File: src/rtl/uart_rx_fifo.sv
// uart_rx_fifo
//    Receive buffer that sits directly after the UART receiver. A rising edge on
//    rx_ready_i captures one byte: a byte flagged with rx_error_i is dropped and
//    counted in err_cnt_o; any other byte is pushed into a first-word-fall-through
//    FIFO. A byte that arrives while the FIFO is full and nothing is popped is
//    dropped, and the sticky overflow_o flag is set.
//
// Ports
//    clk50m       in   system clock
//    rst_n        in   asynchronous reset, active low
//    rx_data_i    in   byte from the receiver
//    rx_ready_i   in   byte-complete flag (pulse or level); one capture per rising edge
//    rx_error_i   in   framing-error flag, qualifies the byte on the rx_ready_i edge
//    flush_i      in   synchronous FIFO clear
//    rd_en_i      in   pop request from the consumer
//    ovf_clr_i    in   clears overflow_o
//    dout_o       out  head-of-FIFO data, 0 while empty
//    dout_valid_o out  FIFO not empty
//    full_o       out  count_o == DEPTH
//    count_o      out  number of stored bytes, 0..DEPTH
//    overflow_o   out  sticky: a good byte was dropped because the FIFO was full
//    err_cnt_o    out  saturating count of bytes dropped for rx_error_i
module uart_rx_fifo #(
   parameter int WIDTH = 8,
   parameter int DEPTH = 16
) (
   input  logic                       clk50m,
   input  logic                       rst_n,
   input  logic [WIDTH-1:0]           rx_data_i,
   input  logic                       rx_ready_i,
   input  logic                       rx_error_i,
   input  logic                       flush_i,
   input  logic                       rd_en_i,
   input  logic                       ovf_clr_i,
   output logic [WIDTH-1:0]           dout_o,
   output logic                       dout_valid_o,
   output logic                       full_o,
   output logic [$clog2(DEPTH):0]     count_o,
   output logic                       overflow_o,
   output logic [7:0]                 err_cnt_o
);

   localparam int AW = $clog2(DEPTH);
   localparam int CW = AW + 1;

   logic [WIDTH-1:0] mem [DEPTH];

   logic          rx_ready_q;
   logic [AW-1:0] wr_ptr_q, wr_ptr_d;
   logic [AW-1:0] rd_ptr_q, rd_ptr_d;
   logic [CW-1:0] count_q,  count_d;
   logic          overflow_q, overflow_d;
   logic [7:0]    err_cnt_q,  err_cnt_d;

   logic ev;
   logic wr;
   logic pop;
   logic full;
   logic wr_ok;
   logic ovf_ev;

   assign ev    = rx_ready_i & ~rx_ready_q;
   assign wr    = ev & ~rx_error_i;
   assign full  = (count_q == CW'(DEPTH));
   assign pop   = rd_en_i & (count_q != '0);
   // When full, a same-cycle pop frees the head slot, which is exactly where
   // wr_ptr points, so the new byte can take it without losing the old head.
   assign wr_ok  = wr & (~full | pop);
   assign ovf_ev = wr & full & ~pop;

   always_comb begin
      wr_ptr_d   = wr_ptr_q;
      rd_ptr_d   = rd_ptr_q;
      count_d    = count_q;
      overflow_d = overflow_q;
      err_cnt_d  = err_cnt_q;

      if (flush_i) begin
         wr_ptr_d = '0;
         rd_ptr_d = '0;
         count_d  = '0;
      end else begin
         if (wr_ok) wr_ptr_d = wr_ptr_q + AW'(1);
         if (pop)   rd_ptr_d = rd_ptr_q + AW'(1);
         if (wr_ok && !pop)      count_d = count_q + CW'(1);
         else if (pop && !wr_ok) count_d = count_q - CW'(1);
      end

      // A same-cycle overflow event outranks the clear.
      if (ovf_ev)         overflow_d = 1'b1;
      else if (ovf_clr_i) overflow_d = 1'b0;

      if (ev && rx_error_i && err_cnt_q != 8'hFF) err_cnt_d = err_cnt_q + 8'd1;
   end

   always_ff @(posedge clk50m or negedge rst_n) begin
      if (!rst_n) begin
         rx_ready_q <= 1'b0;
         wr_ptr_q   <= '0;
         rd_ptr_q   <= '0;
         count_q    <= '0;
         overflow_q <= 1'b0;
         err_cnt_q  <= '0;
      end else begin
         rx_ready_q <= rx_ready_i;
         wr_ptr_q   <= wr_ptr_d;
         rd_ptr_q   <= rd_ptr_d;
         count_q    <= count_d;
         overflow_q <= overflow_d;
         err_cnt_q  <= err_cnt_d;
      end
   end

   // Storage is not reset so it can map onto distributed/block RAM.
   always_ff @(posedge clk50m) begin
      if (wr_ok && !flush_i) mem[wr_ptr_q] <= rx_data_i;
   end

   assign dout_valid_o = (count_q != '0);
   assign dout_o       = dout_valid_o ? mem[rd_ptr_q] : '0;
   assign full_o       = full;
   assign count_o      = count_q;
   assign overflow_o   = overflow_q;
   assign err_cnt_o    = err_cnt_q;

endmodule

File: config.mk
export PLATFORM = sky130hd
export DESIGN_NAME = uart_rx_fifo
export DESIGN_NICKNAME = d
export VERILOG_FILES = /design/src/rtl/uart_rx_fifo.sv
export SDC_FILE = /design/constraint.sdc
export NUM_CORES = 1
export LEC_CHECK = 0
export ABC_AREA = 1
export CELL_PAD_IN_SITES_DETAIL_PLACEMENT = 0
export CELL_PAD_IN_SITES_GLOBAL_PLACEMENT = 2
export CORE_ASPECT_RATIO = 0.8
export CORE_MARGIN = 2
export CORE_UTILIZATION = 43
export CTS_CLUSTER_SIZE = 20
export DETAILED_ROUTE_END_ITERATION = 6
export HOLD_SLACK_MARGIN = 0.1
export PLACE_DENSITY_LB_ADDON = 0.1
export RECOVER_POWER = 25
export SETUP_SLACK_MARGIN = 0.02
export SYNTH_ARGS = -nofsm -noshare
export SYNTH_HDL_FRONTEND = slang
export SYNTH_SLANG_ARGS = --single-unit
File: constraint.sdc
create_clock -name clk50m -period 3.4 [get_ports clk50m]
set_input_delay 0.68 -clock clk50m [delete_from_list [all_inputs] [get_ports clk50m]]
set_output_delay 0.68 -clock clk50m [all_outputs]
set_load 0.05 [all_outputs]
Word level (Yosys, flattened, before mapping) --
Memory sizes are Yosys's and may differ from the RTL's. Cells that the tools add are included.
Word-level totals: memories kept 1, flip-flop bits (word level) 23, logic and storage cells 50, output and inout port bits 24, RAM bits 128, bits of input ports 15
Memories:
- mem | depth 16, width 8, rd ports 1, clocked after memory_dff 0, write ports 1, line 46 | logic [WIDTH-1:0] mem [DEPTH];
Operators by class: muxes and demuxes 12, bitwise gates (word level) 11, reductions and logical operators 13, equality and inequality tests 2, add/subtract/negate cells 5
Operator list (count):
- 4-bit 2-to-1 mux | 4
- 5-bit 2-to-1 mux | 3
- 4-bit by 1-bit adder with 4-bit output, second input constant | 2
- 8-bit by 1-bit adder with 8-bit output, second input constant | 1
- 8-bit 2-to-1 mux | 1
- 8-bit != test, second input constant | 1
- 1-bit AND | 6
- 2-bit nonzero test | 3
- 5-bit by 1-bit adder with 5-bit output, second input constant | 1
- 5-bit equality test, second input constant | 1
- 1-bit logical AND | 5
- 5-bit nonzero test | 1
- 5-bit by 1-bit subtractor with 5-bit output, second input constant | 1
- 1-bit 2-to-1 mux | 4
- 1-bit inverter | 4
- 1-bit logical NOT | 3
- 3-bit nonzero test | 1
- 1-bit bitwise OR | 1

Depth between registers and ports, before layout --
Gate-level depths: netlist of the first run.
depth after elaboration 9, gate-level depth with buffers 14

Least setup slack after synthesis of the first run --
Ideal clock, no wire load.
kind reg2out, start reg count_q[4], in the netlist count_o[4], end out dout_o[0], slack 714 ps, stages on the path, launching flop included 5, arrival 2006 ps, path buffers 0, cell sequence dfrtp_1 -> inv_1 -> nand3_4 -> inv_1 -> a21oi_1
Between the ends: longest elaborated chain between the ends 2
RTL lines:
- start, declared | line 51 | logic [CW-1:0] count_q, count_d;
- start signal, assigned | line 108 | count_q <= count_d;
- 5-bit nonzero test | line 119 | assign dout_valid_o = (count_q != '0);
- via dout_valid_o | line 36 | output logic dout_valid_o,
- 8-bit 2-to-1 mux | line 120 | assign dout_o = dout_valid_o ? mem[rd_ptr_q] : '0;
- end, declared | line 35 | output logic [WIDTH-1:0] dout_o,
The timed path passes the listed nets, and every way through them passes these cells.

Final worst setup path of the first run --
start reg rd_ptr_q[0], end out dout_o[1]
Between the ends: longest elaborated chain between the ends 2
RTL lines:
- start, declared | line 50 | logic [AW-1:0] rd_ptr_q, rd_ptr_d;
- start signal, assigned | line 107 | rd_ptr_q <= rd_ptr_d;
- memory read 16 x 8 bit
- 8-bit 2-to-1 mux | line 120
No other way between the ends.

==> results of run 1 <==
==> state kept, by name, summed over array words and instances, names as in the netlist <==
name / count
mem: 128
err_cnt_o: 8
count_o: 5
rd_ptr_q: 4
wr_ptr_q: 4
overflow_o: 1
rx_ready_q: 1
==> routing by layer <==
layer / wire length (um) / part of all wire (%) / up-vias / global-route usage, %
met5: 0 / 0 / - / 0
met4: 166 / 1.0 / 0 / 6.93
met3: 941 / 5.9 / 12 / 3.92
met2: 7000 / 44 / 123 / 30.7
met1: 7850 / 49 / 2199 / 31.7
li1: - / - / 2188 / -
==> cell families after synthesis <==
logic type / Yosys count / synth area share [%]
compound gates: 25 / 2.04
xor+xnor: 11 / 1.44
fa+ha+maj: 11 / 2.18
buf+inv: 52 / 4.18
flops: 151 / 66.3
simple gates: 359 / 23.9
==> through the flow <==
stage | hold slack, ns | cell area (um2) | setup slack (ns) | power (uW) | cells
global placement | 0.514 | 7380 | 0.669 | 4040 | 851
finish | 0.535 | 8030 | 0.408 | 6090 | 883
CTS | 0.537 | 8040 | 0.362 | 6140 | 883
detailed placement | 0.528 | 7380 | 0.574 | 4040 | 851
global route | 0.583 | 8030 | 0.206 | 6360 | 883
floorplan | 0.384 | 6670 | 0.714 | 3400 | 609
==> layout by cell type (no fill, tap or decap), types with 3 or more instances in the layout <==
cell type	synthesis	final
sky130_fd_sc_hd__a21oi_1	10	10
sky130_fd_sc_hd__buf_12	0	9
sky130_fd_sc_hd__buf_4	5	19
sky130_fd_sc_hd__bufinv_16	0	6
sky130_fd_sc_hd__clkbuf_16	0	17
sky130_fd_sc_hd__clkdlybuf4s50_1	0	23
sky130_fd_sc_hd__clkinv_2	0	4
sky130_fd_sc_hd__clkinvlp_4	0	4
sky130_fd_sc_hd__dfrtp_1	23	22
sky130_fd_sc_hd__dlygate4sd3_1	0	7
sky130_fd_sc_hd__edfxtp_1	128	128
sky130_fd_sc_hd__ha_1	10	10
sky130_fd_sc_hd__inv_1	21	21
sky130_fd_sc_hd__inv_2	3	3
sky130_fd_sc_hd__nand2_1	202	202
sky130_fd_sc_hd__nand3_1	118	118
sky130_fd_sc_hd__nor2_1	23	24
sky130_fd_sc_hd__nor2_4	5	4
sky130_fd_sc_hd__o21ai_0	8	8
sky130_fd_sc_hd__o21ai_1	6	6
sky130_fd_sc_hd__xor2_1	10	10
==> worst paths after layout <==
kind / from / endpoint / slack [ns]
max: rd_ptr_q[0] / dout_o[1] / 0.41
min: overflow_o / overflow_o / 0.53
max reg2reg: count_o[0] / count_o[4] / 1.22
min reg2reg: overflow_o / overflow_o / 0.53
max in group asynchronous: rst_n / rd_ptr_q[0] / 1.82
min in group asynchronous: rst_n / err_cnt_o[0] / 0.85
==> where the power goes <==
part	leakage, uW	internal, uW	switching [uW]
clock	0.000312	1370	721
combinational	0.00131	634	1210
sequential	0.00145	2070	81.8
==> layout make-up <==
type	instances	area share (%)
flip-flops and latches	151	55.1
clock inverters	14	2.87
well taps	210	3.27
repair buffers	58	7.76
inverters	26	1.22
multi-input cells	406	24.5
clock buffers	18	5.35
==> worst register-to-register path, delay by kind of cell, from the launching register on <==
kind | cells | cell delay, ns
AND/OR/NAND/NOR | 11 | 1.10
flip-flops | 1 | 0.48
buffers and inverters | 1 | 0.04
adder cells (fa/ha/maj) | 1 | 0.45
==> flow_summary.json, run 1 <==
{
  "yosysUniqueCellTypes": 28,
  "worst_path_largest_cell_delay_ns": 0.42,
  "drive_gt1_share_pct": 11.1,
  "rsz0062_at_grt": "false",
  "grt_first_pass_wirelength_mm": 25.0,
  "cts_setup_buffers": 0,
  "synth_edf_count": 128,
  "postSynthCellCount": 609,
  "timing.fmax_ghz": 0.334,
  "syn_area_per_cell_um2": 11.0,
  "hold_class": "reg2reg",
  "timing.critical_path.from_type": "flip-flop",
  "slew-limit-headroom_pct": 27.6,
  "worst_skew_pair.late_latency_ns": 0.42,
  "cts.hold.buffers_added": 0,
  "postRouteWirelength_mm": 16.0,
  "area_growth_syn_to_layout_pct": 20.4,
  "dp_hpwl_mm": 10.3,
  "post_synthesis_net_count": 635,
  "io_buffer_count": 38,
  "drt_drc_violations_left": 0,
  "share_of_flip_flops_with_an_asynchronous_set_or_reset_pct": 15.2,
  "initialDrtViolationCount": 367,
  "layout.filler_cells": 1353,
  "multi_input_comb_area_um2": 1960,
  "setup_total_negative_slack_ns": 0,
  "cts_num_sinks": 151,
  "timing.final.crit_period_ns": 2.99,
  "net_count_final": 686,
  "power.density_cell_area_nw_per_um2": 758,
  "worst-path-stages": 9,
  "sort_of_element_at_the_end_of_the_critical_path": "primary output",
  "worst-slew-pin-transition_ns": 1.08,
  "timing.critical_path.cells": "inv_2 -> buf_12 -> nand2_1 -> nand3_1 -> nand3_1 -> nand2_1 -> nand2_1 -> a21oi_1 -> buf_12",
  "synth-seq-cells": 151,
  "synthesis_warning_total": 0,
  "final_min_period_over_clock_period_pct": 88.0,
  "cts-buffers-inserted": 17,
  "final-hold-violation-count": 0,
  "floorplan.die.height_um": 115,
  "vias_in_the_first_global_route": 4343,
  "post_drt_via_cell_ratio": 5.12,
  "rows": 40,
  "synth_common_cells": "202 x sky130_fd_sc_hd__nand2_1, 128 x sky130_fd_sc_hd__edfxtp_1, 118 x sky130_fd_sc_hd__nand3_1, 23 x sky130_fd_sc_hd__dfrtp_1, 23 x sky130_fd_sc_hd__nor2_1",
  "worst_ir_drop_vdd_mv": 0.427,
  "slowest_stage": "sky130_fd_sc_hd__dfrtp_2",
  "synthFlopType": "sky130_fd_sc_hd__edfxtp_1",
  "gpl.final_weighted_congestion": 0.786,
  "regArea_um2": 4420,
  "post-synth-top-area-fraction_pct": 57.6,
  "max-cap-violations": 0,
  "finish.utilization_pct": 53.1,
  "die_footprint_um2": 16500,
  "cts-root-buf": "sky130_fd_sc_hd__clkbuf_16",
  "tritoncts_clock_tree": "done",
  "detail-route-antenna-nets": 0,
  "core_area_um2": 15100,
  "synth-seq-area-share_pct": 66.3,
  "fin_worst_skew_ns": 0.00718,
  "synth_area_um2": 6670,
  "cells_taking_the_most_area_after_synthesis": "sky130_fd_sc_hd__edfxtp_1 58%, sky130_fd_sc_hd__nand2_1 11%, sky130_fd_sc_hd__nand3_1 8.9%",
  "critical-path-top-delay-family": "buffers and inverters",
  "clock_tree.htree_level_count": 4,
  "cts-root-to-sink-buffers": 2,
  "timing.final.max_slew_violations": 0,
  "min_delay_path_depth": 2,
  "worst-endpoint-required_ns": 2.72,
  "crit_path_frequent_cell": "sky130_fd_sc_hd__nand2_1",
  "timing.final.setup_violations": 0,
  "dieWidth_um": 143,
  "drt-pass1-iter-count": 5,
  "gr-usage-all-layers_pct": 21.0,
  "routedWlPerCell_um": 18.1,
  "n_antenna_cell": 0,
  "postCtsResizedCells": 0,
  "cellLeakagePower_uw": 0.00307,
  "initial_core_utilization_pct": 44.1,
  "grt_overflow_total": 0,
  "r2r.worst_path.cells": 13,
  "critical_path_peak_fanout": 58,
  "pin_count_of_the_biggest_net_entering_global_routing": 59,
  "design.portCount": 39,
  "outcome": "finished clean",
  "crit_type": "reg2out",
  "via_count": 4522,
  "cts.reportedPaths.clkPinSlew_ns": 0.06,
  "arrival_ns": 2.31,
  "yosysTopAreaCell": "sky130_fd_sc_hd__edfxtp_1",
  "antenna_found_initial": 1,
  "cell_with_the_most_instances_after_synthesis": "sky130_fd_sc_hd__nand2_1",
  "path_buf_inv": 3
}
No activity file was read; power rests on OpenSTA's default activity.
==> inputs of run 2 (changes only) <==
- ABC_CLOCK_PERIOD_IN_PS: unset -> 3400
==> results of run 2 <==
Final layout, timing and power as in run 1 (identical DEF).
==> inputs of run 3 (changes only) <==
==> constraint.sdc (replaced) <==
create_clock -name clk50m -period 3.4 [get_ports clk50m]
set_input_delay 0.51 -clock clk50m [delete_from_list [all_inputs] [get_ports clk50m]]
set_output_delay 0.51 -clock clk50m [all_outputs]
set_load 0.05 [all_outputs]
==> flow_summary.json, run 3 (synthesis gave the netlist of run 1 again) <==
{
  "timing.critical_path.cells": "inv_2 -> buf_12 -> nand2_1 -> nand3_1 -> nand3_1 -> nand2_1 -> nand2_1 -> a21oi_1 -> buf_12",
  "gpl.final_weighted_congestion": 0.784,
  "initialDrtViolationCount": 393,
  "cts_setup_buffers": 0,
  "r2r.worst_path.cells": 13,
  "grt_first_pass_wirelength_mm": 25.3,
  "cts-root-buf": "sky130_fd_sc_hd__clkbuf_16",
  "cts-buffers-inserted": 17,
  "die_footprint_um2": 16500,
  "finish.utilization_pct": 52.2,
  "cts.hold.buffers_added": 0,
  "via_count": 4480,
  "grt_overflow_total": 0,
  "cellLeakagePower_uw": 0.00298,
  "initial_core_utilization_pct": 44.1,
  "worstReg2RegStart": "count_o[0]",
  "endpoint_of_the_most_critical_register_to_register_path": "count_o[4]",
  "critical-path-top-delay-family": "buffers and inverters",
  "setup_total_negative_slack_ns": 0,
  "postCtsResizedCells": 0,
  "worst-endpoint-required_ns": 2.89,
  "vias_in_the_first_global_route": 4352,
  "dp.cells": 842,
  "min_delay_path_depth": 2,
  "max-cap-violations": 0,
  "timing.final.crit_period_ns": 3.04,
  "final_min_period_over_clock_period_pct": 89.3,
  "antenna_found_initial": 0,
  "drt-pass1-iter-count": 5,
  "finish.cell_count_without_fillers": 874,
  "routedWlPerCell_um": 18.4,
  "rows": 40,
  "layout_common_cells": "202 x sky130_fd_sc_hd__nand2_1, 128 x sky130_fd_sc_hd__edfxtp_1, 118 x sky130_fd_sc_hd__nand3_1",
  "worst_skew_pair.late_latency_ns": 0.42,
  "timing.final.setup_violations": 0,
  "critical_path_peak_fanout": 66,
  "layout.cells.most_common": "sky130_fd_sc_hd__nand2_1",
  "rsz0062_at_grt": "false",
  "floorplan.die.height_um": 115,
  "timing.final.max_slew_violations": 0,
  "tritoncts_clock_tree": "done",
  "dieWidth_um": 143,
  "cts.reportedPaths.clkPinSlew_ns": 0.06,
  "cts_num_sinks": 151,
  "timing.fmax_ghz": 0.329,
  "worstHoldStart": "overflow_o",
  "crit_path_frequent_cell": "sky130_fd_sc_hd__nand2_1",
  "pre_cts_slack_ns": 0.615,
  "clock_tree.htree_level_count": 4,
  "arrival_ns": 2.53,
  "drive_gt1_share_pct": 9.34,
  "gr-usage-all-layers_pct": 21.2,
  "worst_ir_drop_vdd_mv": 0.502,
  "drt_drc_violations_left": 0,
  "path_buf_inv": 3,
  "dp_hpwl_mm": 10.4,
  "largest_reg_flops": 128,
  "detail-route-antenna-nets": 0,
  "outcome": "finished clean",
  "net_count_final": 677,
  "fin_worst_skew_ns": 0.00933,
  "n_antenna_cell": 0,
  "largest-register": "mem",
  "final-hold-violation-count": 0,
  "timing.critical_path.from_type": "flip-flop",
  "io_buffer_count": 38,
  "slowest_stage": "sky130_fd_sc_hd__dfrtp_2",
  "area_growth_syn_to_layout_pct": 18.2,
  "postRouteWirelength_mm": 16.1,
  "hold_class": "reg2reg",
  "sort_of_element_at_the_end_of_the_critical_path": "primary output",
  "core_area_um2": 15100,
  "hold_slack_ns": 0.533,
  "design.portCount": 39,
  "hold-path-endpoint": "overflow_o",
  "post-route-worst-setup-slack_ns": 0.364,
  "slew-limit-headroom_pct": 9.53,
  "post_drt_via_cell_ratio": 5.13,
  "crit_type": "reg2out",
  "reg2reg_slack_ns": 1.23,
  "worst-slew-pin-transition_ns": 1.36,
  "worst_path_largest_cell_delay_ns": 0.62,
  "cts-root-to-sink-buffers": 2,
  "power.density_cell_area_nw_per_um2": 742,
  "pin_count_of_the_biggest_net_entering_global_routing": 67
}
-- run 3: cell types whose count changed in the layout (fill, tap and decap cells not counted), sizes merged --
cell,before,now
bufinv,6,3
clkbuf,18,20
buf,28,18
clkdlybuf4s50,23,22
clkinv,6,9
dlygate4sd3,7,8
clkinvlp,4,3
-- run 3: per-stage QoR --
step	power (uW)	cell area, um2
3_3_place_gp	4020	7310
5_1_grt	6140	7890
4_1_cts	5910	7900
3_5_place_dp	4030	7310
6_report	5850	7890
2_1_floorplan	3400	6670
-- run 3: how the worst max path moves through the flow --
stage	cells past startpoint	from	end
global route	9	rd_ptr_q[0]	dout_o[0]
global placement	7	rx_ready_i	mem[4][1]
finish	9	rd_ptr_q[0]	dout_o[0]
detailed placement	7	rx_ready_i	mem[0][1]
CTS	9	rd_ptr_q[0]	dout_o[0]
floorplan	4	count_o[4]	dout_o[0]
-- run 3: where the power goes --
part | total (uW) | internal (uW) | switching, uW
clock | 1870 | 1150 | 721
combinational | 1800 | 636 | 1170
sequential | 2180 | 2070 | 107
total | 5850 | 3860 | 1990
-- run 3: final cells by class --
class                   count  area, um2
flip-flops and latches    151       4420
clock buffers              19        433
repair buffers             49        552
fillers                  1318       7230
clock inverters            13        156
multi-input cells         406       1960
well taps                 210        263
inverters                  26       97.6
-- run 3: routing by layer --
| layer | global-route usage [%] | up-vias | part of all wire [%] |
|---|---|---|---|
| met3 | 5.50 | 9 | 6.0 |
| met2 | 31.4 | 124 | 45 |
| met1 | 31.8 | 2176 | 48 |
| met4 | 4.84 | 0 | 0.79 |
| met5 | 0 | - | 0 |
| li1 | - | 2171 | - |
-- run 3: worst register-to-register path: cells and delay by family (launching register included) --
family | cells | cell delay, ns
fa+ha+maj | 1 | 0.46
flops | 1 | 0.48
simple gates | 12 | 1.14
